===== src/rtl/spi_feeder.sv =====
// spi_feeder
//   CPU-fed command FIFO that drains entries into an SPI master's Avalon
//   slave port. Each entry is issued only after a status poll shows the
//   shifter idle, and consecutive writes are separated by at least three
//   cycles (ISSUE, SETTLE, POLL).
//
//   Optional feature: define SPI_FEEDER_REPEAT_EN to enable repeat entries
//   (bit 31 set, bits [30:16] = repeat count). When undefined, every entry
//   is a plain entry and produces exactly one SPI write.
//
//   Handshake semantics (all strobes are single-cycle, no wait states):
//     avs_write  - an entry is accepted on the rising edge when the FIFO is
//                  not full; when full it is dropped and overflow is set.
//     avs_read   - avs_readdata is combinational; the read edge clears
//                  overflow unless a new overflow happens in that same cycle.
//     avm_read   - held high in POLL; avm_readdata[0] is sampled the same
//                  cycle (1 = shifter busy).
//     avm_write  - one-cycle pulse in ISSUE; the SPI master always accepts.
//   dbg_state exposes the drain FSM state for checkers.
module spi_feeder #(
  parameter int DEPTH = 16
) (
  input  logic        clk,
  input  logic        reset,
  input  logic        avs_write,
  input  logic [31:0] avs_writedata,
  input  logic        avs_read,
  output logic [31:0] avs_readdata,
  output logic        avm_write,
  output logic [31:0] avm_writedata,
  output logic        avm_read,
  input  logic [31:0] avm_readdata,
  output logic [1:0]  dbg_state
);

  localparam int AW = $clog2(DEPTH);
  localparam int LW = AW + 1;

  typedef enum logic [1:0] {
    ST_IDLE   = 2'd0,
    ST_POLL   = 2'd1,
    ST_ISSUE  = 2'd2,
    ST_SETTLE = 2'd3
  } state_t;

  // FIFO storage and bookkeeping
  logic [31:0]   mem_q [DEPTH];
  logic [AW-1:0] wr_ptr_q, wr_ptr_d;
  logic [AW-1:0] rd_ptr_q, rd_ptr_d;
  logic [LW-1:0] level_q, level_d;
  logic          ovf_q, ovf_d;

  // Drain FSM
  state_t        state_q, state_d;
  logic [14:0]   rem_q, rem_d;

  // Derived signals
  logic          full, empty, push, pop, active;
  logic [31:0]   head, next_head;
  logic [14:0]   head_cnt, next_cnt;
  logic          head_dc;
  logic [8:0]    lvl_ext;
  logic          unused_ok;

  assign full  = (level_q == LW'(DEPTH));
  assign empty = (level_q == '0);
  assign push  = avs_write && !full;
  assign dbg_state = state_q;

  // Head entry decode; next_head is only looked at when a second entry exists
  always_comb begin
    head      = mem_q[rd_ptr_q];
    next_head = mem_q[rd_ptr_q + AW'(1)];
`ifdef SPI_FEEDER_REPEAT_EN
    head_cnt  = head[31] ? head[30:16] : 15'd1;
    next_cnt  = next_head[31] ? next_head[30:16] : 15'd1;
    head_dc   = head[31] | head[16];
`else
    head_cnt  = 15'd1;
    next_cnt  = 15'd1;
    head_dc   = head[16];
`endif
  end

  // Bits that have no function in the selected configuration
`ifdef SPI_FEEDER_REPEAT_EN
  assign unused_ok = ^{next_head[15:0], avm_readdata[31:1], lvl_ext[8]};
`else
  assign unused_ok = ^{head[31:17], next_head, avm_readdata[31:1], lvl_ext[8]};
`endif

  // Entry storage; no reset needed because the level gates every read
  always_ff @(posedge clk) begin
    if (!reset && push) begin
      mem_q[wr_ptr_q] <= avs_writedata;
    end
  end

  // FIFO pointer, level and overflow next-state
  always_comb begin
    wr_ptr_d = wr_ptr_q;
    rd_ptr_d = rd_ptr_q;
    level_d  = level_q;
    ovf_d    = ovf_q;
    if (push) begin
      wr_ptr_d = wr_ptr_q + AW'(1);
    end
    if (pop) begin
      rd_ptr_d = rd_ptr_q + AW'(1);
    end
    if (push && !pop) begin
      level_d = level_q + LW'(1);
    end else if (!push && pop) begin
      level_d = level_q - LW'(1);
    end
    // A refused push wins over a clearing read in the same cycle
    if (avs_write && full) begin
      ovf_d = 1'b1;
    end else if (avs_read) begin
      ovf_d = 1'b0;
    end
  end

  // Drain FSM next-state, remaining count and pop request
  always_comb begin
    state_d = state_q;
    rem_d   = rem_q;
    pop     = 1'b0;
    unique case (state_q)
      ST_IDLE: begin
        if (!empty) begin
          if (head_cnt == '0) begin
            // Zero-count repeat entry is discarded without touching the SPI
            pop = 1'b1;
          end else begin
            state_d = ST_POLL;
            rem_d   = head_cnt;
          end
        end
      end
      ST_POLL: begin
        if (!avm_readdata[0]) begin
          state_d = ST_ISSUE;
        end
      end
      ST_ISSUE: begin
        state_d = ST_SETTLE;
      end
      ST_SETTLE: begin
        if (rem_q > 15'd1) begin
          rem_d   = rem_q - 15'd1;
          state_d = ST_POLL;
        end else begin
          pop = 1'b1;
          // Chain straight into the next entry unless it is a zero-count
          // repeat, which IDLE discards on its own
          if ((level_q > LW'(1)) && (next_cnt != '0)) begin
            state_d = ST_POLL;
            rem_d   = next_cnt;
          end else begin
            state_d = ST_IDLE;
            rem_d   = '0;
          end
        end
      end
      default: begin
        state_d = ST_IDLE;
        rem_d   = '0;
      end
    endcase
  end

  // Drain FSM outputs; strobes are forced low while reset is asserted
  always_comb begin
    avm_read      = 1'b0;
    avm_write     = 1'b0;
    avm_writedata = '0;
    if (!reset) begin
      if (state_q == ST_POLL) begin
        avm_read = 1'b1;
      end
      if (state_q == ST_ISSUE) begin
        avm_write     = 1'b1;
        avm_writedata = {15'd0, head_dc, head[15:0]};
      end
    end
  end

  // CPU status word, combinational from current state
  always_comb begin
    lvl_ext = 9'(level_q);
    active  = (state_q != ST_IDLE) || !empty;
    if (reset) begin
      avs_readdata = 32'h0000_0002;
    end else begin
      avs_readdata = {16'd0, lvl_ext[7:0], 4'd0, ovf_q, active, empty, full};
    end
  end

  // State registers
  always_ff @(posedge clk) begin
    if (reset) begin
      wr_ptr_q <= '0;
      rd_ptr_q <= '0;
      level_q  <= '0;
      ovf_q    <= 1'b0;
      state_q  <= ST_IDLE;
      rem_q    <= '0;
    end else begin
      wr_ptr_q <= wr_ptr_d;
      rd_ptr_q <= rd_ptr_d;
      level_q  <= level_d;
      ovf_q    <= ovf_d;
      state_q  <= state_d;
      rem_q    <= rem_d;
    end
  end

endmodule

===== config.mk =====
export PLATFORM = sky130hd
export DESIGN_NAME = spi_feeder
export DESIGN_NICKNAME = d
export VERILOG_FILES = /design/src/rtl/spi_feeder.sv
export SDC_FILE = /design/constraint.sdc
export NUM_CORES = 1
export LEC_CHECK = 0
export BUFFER_PORTS_ARGS = -buffer_cell sky130_fd_sc_hd__buf_2
export CAP_MARGIN = 30
export CORE_MARGIN = 5
export CORE_UTILIZATION = 50
export DETAILED_ROUTE_END_ITERATION = 6
export HOLD_SLACK_MARGIN = 0.15
export PLACE_DENSITY = 0.7
export SYNTH_ARGS = -nofsm -noshare
export SYNTH_HDL_FRONTEND = slang
export SYNTH_SLANG_ARGS = --single-unit
export TNS_END_PERCENT = 20

===== constraint.sdc =====
create_clock -name clk -period 4 [get_ports clk]
set_input_delay 0.8 -clock clk [delete_from_list [all_inputs] [get_ports clk]]
set_output_delay 0.8 -clock clk [all_outputs]
set_load 0.005 [all_outputs]

==> reports/results.ini, run 1 <==
[outcome]
status = completed

[cts]
h-tree-depth = 2
clk-insertion-delay-late_ns = 0.50
cts_tree = done
cts_buffers = 34
root_buffer = clkbuf_16
clkSinkCount = 307
cts_setup_buffers = 0
clock_path_buffers = 3
cts.repair.resized = 0
cts_hold_buf = 0
clk_pin_slew_ns = 0.06

[cells_and_area]
antenna_cells = 0
postLayoutCoreUtil = 0.5759
drive_gt1_frac = 0.2894
nets = 866
area_delta_synth_final_pct = 13.81

[place]
place.gp.congestion = 0.8585
dp_slack_ns = 0.8628
dp_hpwl_mm = 15.61
port_buffers = 51

[synthesis]
yosysSeqAreaShare = 0.6980
synthMuxAreaShare = 0.1549
synth.distinct_cells = 49
async_reset_ff_frac = 0
synth-seq-cells = 307
synth_ff_type = edfxtp_1
synthCells = 701
synth_compound_area_frac = 0.02383
synth_fa_ha_area_frac = 0.01674
synth_top_family_by_area = multiplexers
synth.most_common_cell = edfxtp_1
syn_area_per_cell_sq_um = 18.13
synth_xor_area_frac = 0.006204
synth_edf_count = 272
yosysWarnings = 0
yosys.area_share.simple = 0.05751
yosys.area.top_type = edfxtp_1
yosys-top-cells-area = edfxtp_1 64%, mux4_2 15%, dfxtp_1 5.5%
synth_common_cells = 272 x edfxtp_1, 84 x mux4_2, 45 x nor2_1
synth_top_area_frac = 0.6428
netlist_area_sq_mm = 0.01271

[job]
maxCapViolations = 0

[route]
drcViolationCount = 0
detail_route.wirelength_mm = 25.49
wl_met1_mm = 10.04
drt-vias-per-instance = 5.693
wl_met2_mm = 13.41
num_vias = 6462
dr.pass1.iters = 4
ant_nets = 0
drt-initial-drc-count = 557
top_layer = met5
wire_per_inst_um = 22.45
wl_met3_mm = 1.583

[timing]
relSlewSlack = 0.4412
max_freq_mhz = 277.4
period_needed_ns = 3.605
hold_viol = 0
tns_ns = 0
skew_ns = 0.01454
tightest_slew_ns = 0.8373
period_share = 0.9011
fin_ws_ns = 0.3955
rsz0062_at_grt = no
whs_ns = 0.5043
slew_viol_final = 0
setup-violations-final = 0

[critical_path]
critPathLaunchType = register
cp.required_ns = 3.20
crit_path_max_fanout = 26
timing_worst_setup_path_type = register to output port
worstPathArrival_ns = 2.80
end_kind = output port
reg2reg_setup_slack_ns = 1.17

[floorplanning]
die_h_um = 169.4
std_cell_rows = 58
die-area_sq_mm = 0.02870
num_io_pins = 136
dieWidth_um = 169.4
start_util = 0.5060
coreArea_sq_mm = 0.02511

[global_routing]
antenna_found_initial = 2
grt_pass1_vias = 6822
grt_max_degree = 44
grt_pass1_wl_mm = 39.38
grt-ovfl-total = 0
grt_usage = 0.1806

[worst_hold_path]
hold_path.class = register to register

[power_and_ir_drop]
power.density_mw_per_mm2 = 529.4
ir_drop_mv = 0.4460
leakage_nw = 4.785

state kept, by name, summed over array words and instances, names as in the netlist, named ones only:
name       count
dbg_state      2
level_q        5
mem_q        272
ovf_q          1
rd_ptr_q       4
rem_q         15
wr_ptr_q       4
power breakdown:
part	switching [mW]	internal, mW	leakage [nW]
Combinational	0.597	0.448	1.54
Clock	1.16	1.77	0.510
Sequential	0.0981	3.58	2.74
area by class of cell:
cell class                      count  area, sq um
Clock buffer                       48        944.7
Clock inverter                     12        113.9
Fill cell                        1888        10650
Inverter                           15        56.30
Multi-Input combinational cell    343         3486
Sequential cell                   307         8874
Tap cell                          330        412.9
Timing Repair Buffer               80        573.1
layer usage:
metal  track usage  vias up
met4       0.04025        4
met2        0.3206      226
met5             0        -
li1              -     2849
met3       0.03494       43
met1        0.2332     3340
logic make-up after synthesis:
logic type      after synthesis
other cells                   1
fa+ha+maj                    17
flops                       307
simple gates                139
compound gates               50
mux                          90
xor+xnor                      9
buf+inv                      88
metrics by stage:
| step | power, mW | instances | cell area (sq um) |
|---|---|---|---|
| floorplan | 4.511 | 738 | 12840 |
| global placement | 4.720 | 1075 | 13400 |
| detailed placement | 4.783 | 1075 | 13400 |
| CTS | 7.720 | 1135 | 14460 |
| global route | 8.003 | 1135 | 14460 |
| finish | 7.655 | 1135 | 14460 |
critical path, cell delays in order (launching register included):
cell,delay [ns]
dfxtp_4,0.62
buf_12,0.29
mux4_2,0.56
mux4_2,0.47
and2_1,0.18
buf_2,0.14
layout by cell type, fill, tap and decap left out, types with 15 or more instances in the layout:
cell type  count
buf_2         51
conb_1        38
nand2_1       21
a21oi_1       22
and2_1        18
inv_1         15
clkbuf_16     35
buf_4         21
ha_1          17
mux4_2        84
nor2_1        33
edfxtp_1     272
dfxtp_1       33
final timing paths:
kind / start / end / cells after the start
max: register / avm_writedata[2] / 5
min: rem_q[14]$_SDFFE_PP0P_ / rem_q[14]$_SDFFE_PP0P_ / 2
max reg2reg: level_q[0]$_SDFFE_PP0P_ / mem_q[6][2]$_DFFE_PP_ / 8
min reg2reg: rem_q[14]$_SDFFE_PP0P_ / rem_q[14]$_SDFFE_PP0P_ / 2
Power figures use the tool's default switching activity.
==> inputs of run 2 (changes only) <==
Settings changed: CTS_BUF_LIST set to sky130_fd_sc_hd__clkbuf_8, CTS_CLUSTER_SIZE set to 10.
==> run 2 against run 1 <==
Against the previous run: cell count is 2.3% higher; register-to-register slack about the same; worst hold slack got worse by 0.043 ns; sequential power is essentially flat; maximum frequency shrank 2.2%; via count up 1.1%; die area stayed put; final area shrank 0.59%; critical endpoint unchanged; largest power group unchanged; highest routed layer unchanged.
==> reports/results.ini, run 2 (same netlist as run 1, synthesis figures left out) <==
[outcome]
status = completed  ; unchanged

[cts]
cts_hold_buf = 0  ; unchanged
cts_tree = done  ; unchanged
cts.repair.resized = 0  ; unchanged
clkSinkCount = 307  ; unchanged
clk-insertion-delay-late_ns = 0.56  ; was 0.50 ns
cts_buffers = 50  ; was 34
root_buffer = clkbuf_8  ; was clkbuf_16
clk_pin_slew_ns = 0.06  ; about the same
cts_setup_buffers = 0  ; unchanged
clock_path_buffers = 3  ; unchanged
h-tree-depth = 2  ; unchanged

[worst_hold_path]
hold_path.class = input port to register  ; was register to register

[cells_and_area]
instances_no_fill = 1161  ; was 1135
top_register = mem_q  ; unchanged
largest_reg_flops = 272  ; unchanged
final_cell_mix = 272 x edfxtp_1, 84 x mux4_2, 57 x clkbuf_8, 51 x buf_2, 38 x conb_1  ; was 272 x edfxtp_1, 84 x mux4_2, 51 x buf_2, 38 x conb_1, 35 x clkbuf_16
reg.largest.list = mem_q (272), rem_q (15), level_q (5)  ; unchanged
final_common_cell = edfxtp_1  ; unchanged
fillers = 1920  ; was 1888
nets = 882  ; was 866
area_delta_synth_final_pct = 13.14  ; was 13.81%
multi_input_area_sq_mm = 0.003486  ; unchanged
drive_gt1_frac = 0.3105  ; was 0.2894
antenna_cells = 0  ; unchanged
seq_area_sq_mm = 0.008874  ; unchanged

[timing]
max_freq_mhz = 271.2  ; was 277.4 MHz
setup-violations-final = 0  ; unchanged
rsz0062_at_grt = no  ; unchanged
tightest_slew_ns = 0.7990  ; was 0.8373 ns
period_share = 0.9217  ; was 0.9011
relSlewSlack = 0.4667  ; was 0.4412
tns_ns = 0  ; unchanged
period_needed_ns = 3.687  ; was 3.605 ns
skew_ns = 0.02743  ; was 0.01454 ns
slew_viol_final = 0  ; unchanged
hold_viol = 0  ; unchanged

[route]
ant_nets = 0  ; unchanged
top_layer = met5  ; unchanged
drt-initial-drc-count = 487  ; was 557
num_vias = 6536  ; was 6462
detail_route.wirelength_mm = 25.51  ; was 25.49 mm
wl_met3_mm = 1.691  ; was 1.583 mm
drt-vias-per-instance = 5.630  ; was 5.693
dr.pass1.iters = 5  ; was 4
wire_per_inst_um = 21.97  ; was 22.45 um
drcViolationCount = 0  ; unchanged
wl_met1_mm = 9.956  ; was 10.04 mm
wl_met2_mm = 13.48  ; was 13.41 mm

[floorplanning]
start_util = 0.5060  ; unchanged
coreArea_sq_mm = 0.02511  ; unchanged
dieWidth_um = 169.4  ; unchanged
num_io_pins = 136  ; unchanged
die_h_um = 169.4  ; unchanged
die-area_sq_mm = 0.02870  ; unchanged
std_cell_rows = 58  ; unchanged

[critical_path]
path_cells = buf_12 > mux4_2 > mux4_2 > and2_1 > buf_2  ; unchanged
cp.required_ns = 3.20  ; about the same
cpMaxStageDelayCell = dfxtp_4  ; unchanged
end_kind = output port  ; unchanged
critPathLaunchType = register  ; unchanged
crit_path_max_fanout = 26  ; unchanged
crit_path_max_incr_delay_ns = 0.63  ; was 0.62 ns
path_delay_family = multiplexers  ; unchanged
worstPathArrival_ns = 2.89  ; was 2.80 ns
path_buf_inv = 2  ; unchanged
cp_common_cell = mux4_2  ; unchanged
timing_worst_setup_path_type = register to output port  ; unchanged

[power_and_ir_drop]
leakage_nw = 4.817  ; was 4.785 nW
power.density_mw_per_mm2 = 510.5  ; was 529.4 mW/mm^2
ir_drop_mv = 0.4405  ; was 0.4460 mV
p_total_mw = 7.338  ; was 7.655 mW

[job]
maxCapViolations = 0  ; unchanged

[global_routing]
grt-ovfl-total = 0  ; unchanged
grt_pass1_vias = 6974  ; was 6822
grt_max_degree = 44  ; unchanged
grt_usage = 0.1815  ; was 0.1806
antenna_found_initial = 2  ; unchanged
grt_pass1_wl_mm = 39.84  ; was 39.38 mm

[place]
port_buffers = 51  ; unchanged
dp_cells = 1075  ; unchanged
dp_hpwl_mm = 15.61  ; unchanged
place.gp.congestion = 0.8585  ; unchanged

## run 2: cell count changes in the layout (fill, tap and decap cells not counted), sizes merged
cell / change
clkbuf: +9
inv: +13
clkinv: +4
## run 2: worst paths after layout
check             cells after the start                    start  slack, ns                endpoint
setup / recovery                      5                 register       0.31        avm_writedata[2]
hold / removal                        2                avs_write       0.46      ovf_q$_SDFFE_PP0P_
setup reg to reg                      8  level_q[0]$_SDFFE_PP0P_       1.16  mem_q[6][16]$_DFFE_PP_
hold reg to reg                       2   rem_q[14]$_SDFFE_PP0P_       0.50  rem_q[14]$_SDFFE_PP0P_
## run 2: metal layers
| metal | vias to the layer above | track usage |
|---|---|---|
| li1 | 2879 | - |
| met5 | - | 0 |
| met4 | 4 | 0.04620 |
| met2 | 236 | 0.3189 |
| met1 | 3381 | 0.2340 |
| met3 | 36 | 0.03657 |
## run 2: layout make-up
class	instances	share of cell area
well taps	330	0.02872
inverters	15	0.003917
repair buffers	80	0.03986
multi-input cells	343	0.2425
clock buffers	57	0.05457
flip-flops and latches	307	0.6173
clock inverters	29	0.01314
## run 2: power breakdown
part / internal (mW) / switching (mW)
Combinational: 0.448 / 0.592
Sequential: 3.58 / 0.0971
Clock: 1.43 / 1.19
Total: 5.46 / 1.88
## run 2: stage by stage
step           hold slack (ns)  setup WS (ns)  area [sq um]    util
2_1_floorplan           0.4496         0.7767         12840       -
3_3_place_gp            0.4562         0.8886         13400  0.5337
3_5_place_dp            0.4805         0.8628         13400  0.5337
4_1_cts                 0.4386         0.2633         14380  0.5725
5_1_grt                 0.4571         0.1590         14380  0.5725
6_report                0.4614         0.3133         14380  0.5725
